<file path="src/rtl/wb_arb_pkg.sv">
// Shared types and constants for the two-master Wishbone arbiter.
package wb_arb_pkg;

    typedef enum logic [1:0] {
        IDLE  = 2'd0,
        BUSY  = 2'd1,
        ABORT = 2'd2
    } arb_state_e;

    // Master indices; also the bit positions in the one-hot grant vector.
    localparam logic M_IF  = 1'b0;
    localparam logic M_MEM = 1'b1;

endpackage

</file>
<file path="src/rtl/wb_arb_watchdog.sv">
// Bus watchdog: counts stalled strobe cycles and fires on the last allowed one.
module wb_arb_watchdog #(
    parameter int unsigned TIMEOUT = 256
) (
    input  logic clk_i,
    input  logic rst_ni,
    input  logic en,
    input  logic clr,
    output logic fire
);

    localparam int unsigned CntW = $clog2(TIMEOUT + 1);
    localparam logic [CntW-1:0] LastCnt = CntW'(TIMEOUT - 1);

    logic [CntW-1:0] cnt_d, cnt_q;

    // Next count: clear wins over enable.
    always_comb begin
        cnt_d = cnt_q;
        if (clr) begin
            cnt_d = '0;
        end else if (en) begin
            cnt_d = cnt_q + 1'b1;
        end
    end

    // Counter register with synchronous active-low reset.
    always_ff @(posedge clk_i) begin
        if (!rst_ni) begin
            cnt_q <= '0;
        end else begin
            cnt_q <= cnt_d;
        end
    end

    // Fire only in a cycle that is itself still stalled, so a same-cycle ack wins.
    assign fire = en && !clr && (cnt_q == LastCnt);

endmodule

</file>
<file path="src/rtl/wb_arbiter_wdt.sv">
// Two-master Wishbone arbiter (M0 instruction fetch, M1 data) with starvation
// guard and bus watchdog in front of a shared slave port.
module wb_arbiter_wdt
    import wb_arb_pkg::*;
#(
    parameter int unsigned ADDR_WIDTH  = 32,
    parameter int unsigned DATA_WIDTH  = 32,
    parameter int unsigned SEL_WIDTH   = DATA_WIDTH / 8,
    parameter int unsigned ROUND_ROBIN = 0,
    parameter int unsigned MAX_CONSEC  = 8,
    parameter int unsigned TIMEOUT     = 256
) (
    input  logic                  clk_i,
    input  logic                  rst_ni,
    // Master 0 (instruction fetch)
    input  logic [ADDR_WIDTH-1:0] wbm0_adr_i,
    input  logic [DATA_WIDTH-1:0] wbm0_dat_i,
    input  logic [SEL_WIDTH-1:0]  wbm0_sel_i,
    input  logic                  wbm0_we_i,
    input  logic                  wbm0_stb_i,
    input  logic                  wbm0_cyc_i,
    output logic [DATA_WIDTH-1:0] wbm0_dat_o,
    output logic                  wbm0_ack_o,
    output logic                  wbm0_err_o,
    // Master 1 (data access)
    input  logic [ADDR_WIDTH-1:0] wbm1_adr_i,
    input  logic [DATA_WIDTH-1:0] wbm1_dat_i,
    input  logic [SEL_WIDTH-1:0]  wbm1_sel_i,
    input  logic                  wbm1_we_i,
    input  logic                  wbm1_stb_i,
    input  logic                  wbm1_cyc_i,
    output logic [DATA_WIDTH-1:0] wbm1_dat_o,
    output logic                  wbm1_ack_o,
    output logic                  wbm1_err_o,
    // Shared slave port
    output logic [ADDR_WIDTH-1:0] wbs_adr_o,
    output logic [DATA_WIDTH-1:0] wbs_dat_o,
    output logic [SEL_WIDTH-1:0]  wbs_sel_o,
    output logic                  wbs_we_o,
    output logic                  wbs_stb_o,
    output logic                  wbs_cyc_o,
    input  logic [DATA_WIDTH-1:0] wbs_dat_i,
    input  logic                  wbs_ack_i,
    input  logic                  wbs_err_i,
    // Status
    output logic [1:0]            gnt_o,
    output logic                  abort_o
);

    localparam int unsigned CW = $clog2(MAX_CONSEC + 1);
    localparam logic [CW-1:0] MaxConsec = CW'(MAX_CONSEC);

    arb_state_e    state_d, state_q;
    logic [1:0]    gnt_d, gnt_q;
    logic          last_d, last_q;
    logic [CW-1:0] consec_d, consec_q;

    logic win, have_last, starved;
    logic gsel, g_cyc, g_stb, g_we;
    logic [ADDR_WIDTH-1:0] g_adr;
    logic [DATA_WIDTH-1:0] g_dat;
    logic [SEL_WIDTH-1:0]  g_sel;
    logic busy, live, ack_g, err_g;
    logic wd_en, wd_clr, wd_fire;

    // consec_q == 0 only after reset, i.e. nobody has been granted yet.
    assign have_last = (consec_q != '0);
    assign starved   = have_last && (consec_q == MaxConsec);

    // Arbitration winner among currently requesting masters.
    always_comb begin
        win = M_MEM;
        if (wbm0_cyc_i && !wbm1_cyc_i) begin
            win = M_IF;
        end else if (wbm1_cyc_i && !wbm0_cyc_i) begin
            win = M_MEM;
        end else if (starved) begin
            win = ~last_q;
        end else if ((ROUND_ROBIN != 0) && have_last) begin
            win = ~last_q;
        end
    end

    // Granted-master request mux.
    assign gsel  = gnt_q[M_MEM];
    assign g_cyc = gsel ? wbm1_cyc_i : wbm0_cyc_i;
    assign g_stb = gsel ? wbm1_stb_i : wbm0_stb_i;
    assign g_we  = gsel ? wbm1_we_i  : wbm0_we_i;
    assign g_adr = gsel ? wbm1_adr_i : wbm0_adr_i;
    assign g_dat = gsel ? wbm1_dat_i : wbm0_dat_i;
    assign g_sel = gsel ? wbm1_sel_i : wbm0_sel_i;

    // FSM next state, grant and consecutive-grant bookkeeping.
    always_comb begin
        state_d  = state_q;
        gnt_d    = gnt_q;
        last_d   = last_q;
        consec_d = consec_q;
        case (state_q)
            IDLE: begin
                if (wbm0_cyc_i || wbm1_cyc_i) begin
                    state_d = BUSY;
                    gnt_d   = (win == M_MEM) ? 2'b10 : 2'b01;
                    last_d  = win;
                    if (have_last && (win == last_q)) begin
                        consec_d = starved ? consec_q : consec_q + 1'b1;
                    end else begin
                        consec_d = CW'(1);
                    end
                end
            end
            BUSY: begin
                if (!g_cyc) begin
                    state_d = IDLE;
                    gnt_d   = 2'b00;
                end else if (wd_fire) begin
                    state_d = ABORT;
                end
            end
            ABORT: begin
                state_d = IDLE;
                gnt_d   = 2'b00;
            end
            default: begin
                state_d = IDLE;
                gnt_d   = 2'b00;
            end
        endcase
    end

    // State, grant and counter registers.
    always_ff @(posedge clk_i) begin
        if (!rst_ni) begin
            state_q  <= IDLE;
            gnt_q    <= 2'b00;
            last_q   <= M_IF;
            consec_q <= '0;
        end else begin
            state_q  <= state_d;
            gnt_q    <= gnt_d;
            last_q   <= last_d;
            consec_q <= consec_d;
        end
    end

    assign busy  = (state_q == BUSY);
    assign live  = busy && g_cyc;
    assign ack_g = live && wbs_ack_i;
    assign err_g = live && wbs_err_i;

    // Stalled strobe cycles only; any response or idle strobe restarts the count.
    assign wd_en  = live && g_stb && !wbs_ack_i && !wbs_err_i;
    assign wd_clr = !wd_en;

    wb_arb_watchdog #(
        .TIMEOUT (TIMEOUT)
    ) u_watchdog (
        .clk_i  (clk_i),
        .rst_ni (rst_ni),
        .en     (wd_en),
        .clr    (wd_clr),
        .fire   (wd_fire)
    );

    // Slave-side and master-side output muxing.
    always_comb begin
        wbs_cyc_o  = live;
        wbs_stb_o  = live && g_stb;
        wbs_adr_o  = busy ? g_adr : '0;
        wbs_dat_o  = busy ? g_dat : '0;
        wbs_sel_o  = busy ? g_sel : '0;
        wbs_we_o   = busy && g_we;
        abort_o    = (state_q == ABORT);
        wbm0_ack_o = ack_g && (gsel == M_IF);
        wbm1_ack_o = ack_g && (gsel == M_MEM);
        wbm0_err_o = (err_g || abort_o) && (gsel == M_IF);
        wbm1_err_o = (err_g || abort_o) && (gsel == M_MEM);
        wbm0_dat_o = busy ? wbs_dat_i : '0;
        wbm1_dat_o = busy ? wbs_dat_i : '0;
        gnt_o      = gnt_q;
    end

endmodule

</file>
<file path="config.mk">
export PLATFORM = sky130hd
export DESIGN_NAME = wb_arbiter_wdt
export DESIGN_NICKNAME = d
export VERILOG_FILES = /design/src/rtl/wb_arb_pkg.sv /design/src/rtl/wb_arb_watchdog.sv /design/src/rtl/wb_arbiter_wdt.sv
export SDC_FILE = /design/constraint.sdc
export NUM_CORES = 1
export LEC_CHECK = 0
export ABC_AREA = 1
export ABC_CLOCK_PERIOD_IN_PS = 2800
export BUFFER_PORTS_ARGS = -buffer_cell sky130_fd_sc_hd__buf_4
export CORE_AREA = 5 5 121 123
export DETAILED_ROUTE_END_ITERATION = 8
export DIE_AREA = 0 0 126 128
export HOLD_SLACK_MARGIN = 0.02
export PLACE_DENSITY = 0.48
export REMOVE_ABC_BUFFERS = 1
export SLEW_MARGIN = 20
export SYNTH_ARGS = -nofsm -noshare
export SYNTH_HDL_FRONTEND = slang
export SYNTH_SLANG_ARGS = --single-unit
</file>
<file path="constraint.sdc">
create_clock -name clk_i -period 2.8 [get_ports clk_i]
set_clock_uncertainty 0.1 [all_clocks]
set_input_delay 0.28 -clock clk_i [delete_from_list [all_inputs] [get_ports clk_i]]
set_output_delay 0.28 -clock clk_i [all_outputs]
set_load 0.02 [all_outputs]
</file>
==> out/metrics.csv, run 1 <==
stage,metric,value,unit
status,status,completed,
synth,syn_avg_cell_area,5.145,um2
global_routing,use_met2,28.61,%
global_routing,grt_usage,15.69,%
cts,clk_pin_slew_worst_paths,50,ps
global_routing,use_met3,3.375,%
critical_path,path_class,reg -> out,
cts,cts_resized,0,
cts,cts-buffers-inserted,3,
synth,syn-cell-area,2387,um2
critical_path,crit_required,2420,ps
detailed_routing,vias,3790,
detailed_routing,drtAntennaViolNets,0,
timing,worstMarginPinSlew,422.1,ps
layout,nets,916,
die,die-area,16130,um2
power,power,1.493,mW
timing,min_period,2125,ps
timing,rsz0062_at_grt,false,
power,leakage,2.704,nW
placed_design,globalplace.congestion,0.8743,
critical_path,path_max_fanout,80,
detailed_routing,drt_iter0_markers,170,
die,initial_core_util,17.61,%
run,maxCapViolations,0,
min_path,min_path_type,in -> reg,
die,rows,43,
detailed_routing,finalWirelength,14.37,mm
global_routing,grt_max_degree,81,
layout,n_antenna_cell,0,
detailed_routing,wl_per_cell,15.74,um
cts,ctsHoldBuffers,0,
layout,areaGrowthSynthToFinish,101.9,%
cts,cts-root-buf,clkbuf_16,
timing,hold_violations,0,
layout,final_area,4821,um2
synth,ys_types,27,
placed_design,port_buffers,319,
die,die_x,126,um
die,core-area,13560,um2
global_routing,grt_pass1_wl,20.31,mm
synth,yosysWarnings,0,
cts,clk_path_buf_depth,2,
detailed_routing,drc_errors,0,
global_routing,grt_antenna_before_repair,0,
cts,insertion_delay,250,ps
layout,drive_gt1_share,46.11,%
cts,cts_num_sinks,18,
synth,postSynthCellCount,464,
critical_path,endpoint_kind,primary output,
critical_path,crit_path_start_kind,flip-flop,
layout,finalNonFillerCells,913,
placed_design,placed_cell_area,4732,um2
cts,cts_tree,built,
cts,htree_levels,1,
layout,final_common_cell,buf_4,
timing,period_share,75.89,%
detailed_routing,drt_pass1_iterations,4,
die,die_y,128,um
die,ios,320,
timing,slew-limit-headroom,71.86,%
layout,fillCellCount,1507,
global_routing,grt_overflow,0,
placed_design,dpl.hpwl,11.88,mm
timing,setup_viol_count_final,0,
global_routing,grt.busiest_layer,met2,
timing,report.final.slew_viol_count,0,
critical_path,crit_arrival,1740,ps
cts,post_cts_buffers,0,
detailed_routing,drt-vias-per-instance,4.151,
placed_design,dp_cells,909,
synth,seq_area_frac_synth,15.09,%
timing,timing.fmax,470.6,MHz
global_routing,grt_use_met1,19.34,%
power,ir_drop,0.3302,mV
global_routing,grt_pass1_vias,3494,
layout,final_cell_mix,"321 x buf_4, 170 x nand2_1, 78 x a21oi_1",
power,p_per_area,309.7,nW/um2
synth,synth-seq-cells,18,
-- final timing paths --
check / from / to / slack, ps / cells past startpoint
max: state_q[1] / wbm1_dat_o[9] / 680 / 5
min: rst_ni / consec_q[0] / 190 / 3
max reg2reg: gnt_o[1] / u_watchdog.cnt_q[2] / 1040 / 7
min reg2reg: u_watchdog.cnt_q[3] / u_watchdog.cnt_q[3] / 370 / 2
-- worst max-delay path: stages, from the launching register on --
cell,delay (ps)
dfxtp_1,300
inv_1,110
nand2_4,190
buf_12,280
nor2_1,350
buf_4,220
-- cell usage after synthesis --
| master | instances | share of area (%) |
|---|---|---|
| nor3_2 | 1 | 0.42 |
| nand2_2 | 2 | 0.52 |
| nor3_1 | 3 | 0.63 |
| xor2_1 | 1 | 0.37 |
| ha_1 | 4 | 2.1 |
| xnor2_1 | 2 | 0.73 |
| nand3_1 | 6 | 1.3 |
| a31oi_1 | 1 | 0.26 |
| dfxtp_1 | 18 | 15 |
| or2_2 | 1 | 0.26 |
| nor2_1 | 58 | 9.1 |
| buf_1 | 6 | 0.94 |
| nor3_4 | 1 | 0.68 |
| nand4_1 | 1 | 0.26 |
| nor3b_2 | 2 | 1.0 |
| inv_1 | 50 | 7.9 |
| nor4_1 | 1 | 0.26 |
| a21o_1 | 1 | 0.31 |
| a21oi_1 | 78 | 16 |
| o21ai_0 | 1 | 0.21 |
| a211oi_1 | 1 | 0.31 |
| clkbuf_1 | 19 | 3.0 |
| a21oi_4 | 1 | 0.68 |
| buf_2 | 1 | 0.21 |
| inv_2 | 1 | 0.16 |
| nand2_1 | 171 | 27 |
| buf_4 | 32 | 10 |
-- routing by layer --
metal	vias to the layer above	share of wire, %
met3	9	7.6
met1	1703	40
li1	1931	-
met2	147	51
met5	-	0
met4	0	1.0
-- cell type report --
cell class                      count  area [um2]  share of cell area, %
Multi-Input combinational cell    337        1504                  31.20
Inverter                           51       191.4                  3.971
Timing Repair Buffer              323        2450                  50.82
Clock buffer                        4       88.84                  1.843
Sequential cell                    18       361.6                  7.501
Tap cell                          180       225.2                  4.672
-- registers in the layout (all words and copies together), names as in the netlist --
| signal | count |
|---|---|
| u_watchdog.cnt_q | 9 |
| consec_q | 4 |
| gnt_o | 2 |
| state_q | 2 |
| last_q | 1 |
-- logic make-up after synthesis --
family / Yosys count / synth area share, %
and+or+nand+nor: 247 / 41.35
buffers and inverters: 109 / 22.22
AOI/OAI and AO/OA: 83 / 18.13
DFF: 18 / 15.09
adders and majority gates: 4 / 2.097
xor gates and xnor gates: 3 / 1.101
-- metrics by stage --
step | setup WS [ps] | TNS [ps] | util (%) | hold WS [ps]
after floorplan | -770.4 | -52410 | - | 305.9
after global placement | 885.6 | 0 | 34.90 | 346.7
after detailed placement | 906.0 | 0 | 34.90 | 355.5
after CTS | 629.4 | 0 | 35.56 | 193.9
after global routing | 510.6 | 0 | 35.56 | 210.6
final | 675.1 | 0 | 35.56 | 192.7
-- where the power goes --
part	switching, mW	internal [mW]	total, mW
clock network	0.0977	0.217	0.315
logic	0.499	0.407	0.906
registers	0.00694	0.265	0.272
total	0.604	0.889	1.49
No activity file was read; power rests on OpenSTA's default activity.
==> run 2, diff against run 1 <==
- ABC_CLOCK_PERIOD_IN_PS: 2800 -> 1900
- PLACE_DENSITY: 0.48 -> 0.5
- clock period: 2.8 -> 1.9 ns (I/O delays scaled with it)
==> run 2 against run 1 <==
Effect of this change: register-to-register slack worse by 800 ps; routed wire length increased by 1.7%; sequential cell count unchanged; sequential power is 47% higher; hold slack worse by 87 ps; via count up 0.90%; first-iteration DRC count up 19%; final cell count grew 0.44%; non-clock buffer count up 4; combinational power is 51% higher; final area rose by 1.3%; critical path type unchanged; critical endpoint is now wbs_dat_o[28].
==> out/metrics.csv, run 2 (synthesis gave the netlist of run 1 again) <==
stage,metric,value,unit
layout,reg_top3,"u_watchdog.cnt_q x9, consec_q x4",
cts,cts_num_sinks,18,
layout,largest_reg_flops,9,
power,p_sw_share,40.22,%
timing,whs,105.4,ps
power,power.share.sequential,18.0,%
critical_path,crit_arrival,1520,ps
critical_path,crit_path_start_kind,flip-flop,
layout,final_common_cell,buf_4,
critical_path,cp-startpoint,gnt_o[1],
power,p_clk_share,20.6,%
timing,setup_viol_count_final,0,
placed_design,dp_cells,912,
power,p_per_area,455.4,nW/um2
global_routing,grt_pass1_wl,21.17,mm
power,p_sw,894.4,uW
cts,cts-buffers-inserted,3,
critical_path,crit_chain,buf_4 > nand2_1 > a21oi_1 > buf_4,
global_routing,grt_antenna_before_repair,0,
die,die_x,126,um
cts,htree_levels,1,
global_routing,grt_overflow,0,
cts,clk_pin_slew_worst_paths,50,ps
die,die-area,16130,um2
min_path,min_path_type,in -> reg,
critical_path,path_max_fanout,33,
timing,rsz0062_at_grt,false,
cts,cts-root-buf,clkbuf_16,
cts,clk_path_buf_depth,2,
critical_path,crit_top_cell,buf_4,
global_routing,use_met2,29.70,%
global_routing,grt_usage,16.35,%
layout,n_antenna_cell,0,
timing,slew-limit-headroom,75.44,%
critical_path,crit_required,1610,ps
placed_design,globalplace.congestion,0.9829,
layout,nets,920,
global_routing,grt_max_degree,58,
die,die_y,128,um
detailed_routing,drc_errors,0,
cts,cts_tree,built,
layout,drive_gt1_share,46.68,%
power,leakage,2.732,nW
critical_path,cp_num_buf_inv,2,
die,ios,320,
layout,utilization,36.02,%
critical_path,path_class,reg -> out,
die,initial_core_util,17.61,%
min_path,min_from,rst_ni,
layout,areaGrowthSynthToFinish,104.6,%
layout,largest-register,u_watchdog.cnt_q,
critical_path,r2r_start,consec_q[0],
timing,period_share,95.07,%
layout,final_cell_mix,"322 x buf_4, 170 x nand2_1, 77 x a21oi_1",
cts,ctsHoldBuffers,0,
timing,min_period,1806,ps
detailed_routing,finalWirelength,14.62,mm
detailed_routing,drt_iter0_markers,202,
status,status,completed,
power,pwr-share-comb,61.4,%
critical_path,cp_slowest_stage_delay,370,ps
cts,insertion_delay,250,ps
critical_path,endpoint_kind,primary output,
critical_path,critical-path-top-delay-family,buffers and inverters,
detailed_routing,drt_pass1_iterations,4,
global_routing,grt_use_met1,20.34,%
placed_design,dpl.hpwl,12.34,mm
detailed_routing,drt-vias-per-instance,4.170,
global_routing,grt_pass1_vias,3731,
timing,timing.fmax,553.6,MHz
critical_path,slowest_stage,dfxtp_2,
die,rows,43,
global_routing,grt.busiest_layer,met2,
layout,finalNonFillerCells,917,
detailed_routing,wl_per_cell,15.94,um
power,ir_drop,0.3306,mV
placed_design,port_buffers,319,
die,core-area,13560,um2
power,power.internal,1.329,mW
timing,hold_violations,0,
global_routing,use_met3,2.667,%
run,maxCapViolations,0,
timing,worstMarginPinSlew,368.4,ps
detailed_routing,vias,3824,
timing,report.final.slew_viol_count,0,
detailed_routing,drtAntennaViolNets,0,
-- run 2: routing by layer --
layer / share of wire (%) / vias to the layer above
met5: 0 / -
met4: 1.8 / 0
met3: 6.6 / 14
met2: 53 / 168
met1: 39 / 1706
li1: - / 1936
-- run 2: path summary, 6_finish.rpt --
kind	endpoint	depth (start not counted)	slack, ps
max	wbs_dat_o[28]	4	90
min	consec_q[0]	3	110
max reg2reg	consec_q[0]	11	240
min reg2reg	u_watchdog.cnt_q[3]	2	370
-- run 2: worst reg2reg max path, delay by kind of cell, from the launching register on --
family                     cells  cell delay (ps)
adders and majority gates      1              170
buffers and inverters          1               90
DFF                            1              320
and+or+nand+nor                9              870
-- run 2: layout make-up --
cell class | count | area, um2
multi-input cells | 337 | 1510
clock buffers | 4 | 88.84
inverters | 51 | 193.9
flip-flops and latches | 18 | 361.6
fillers | 1513 | 8675
well taps | 180 | 225.2
repair buffers | 327 | 2504
-- run 2: per-stage QoR --
stage                     worst slack [ps]  area, um2  total power, mW  TNS, ps
after floorplan                      -1585       2048            1.020  -176700
after global placement               257.9       4767            1.774        0
after detailed placement             215.5       4767            1.778        0
after CTS                            11.67       4860            2.247        0
after global routing                 4.967       4883            2.369        0
final                                93.72       4883            2.224        0
-- run 2: repair_timing --
action	4_1_cts	5_1_grt
endpoints found under the setup margin	1	10
cloned	0	0
pin swaps	0	1
setup buffers	0	1
resized for setup	1	5
-- run 2: power groups by stage --
stage | Clock (mW) | Combinational (mW) | Sequential, mW
global placement | 0 | 1.37 | 0.407
floorplan | 0 | 0.587 | 0.433
CTS | 0.471 | 1.38 | 0.400
detailed placement | 0 | 1.37 | 0.408
global route | 0.491 | 1.48 | 0.402
finish | 0.457 | 1.37 | 0.401
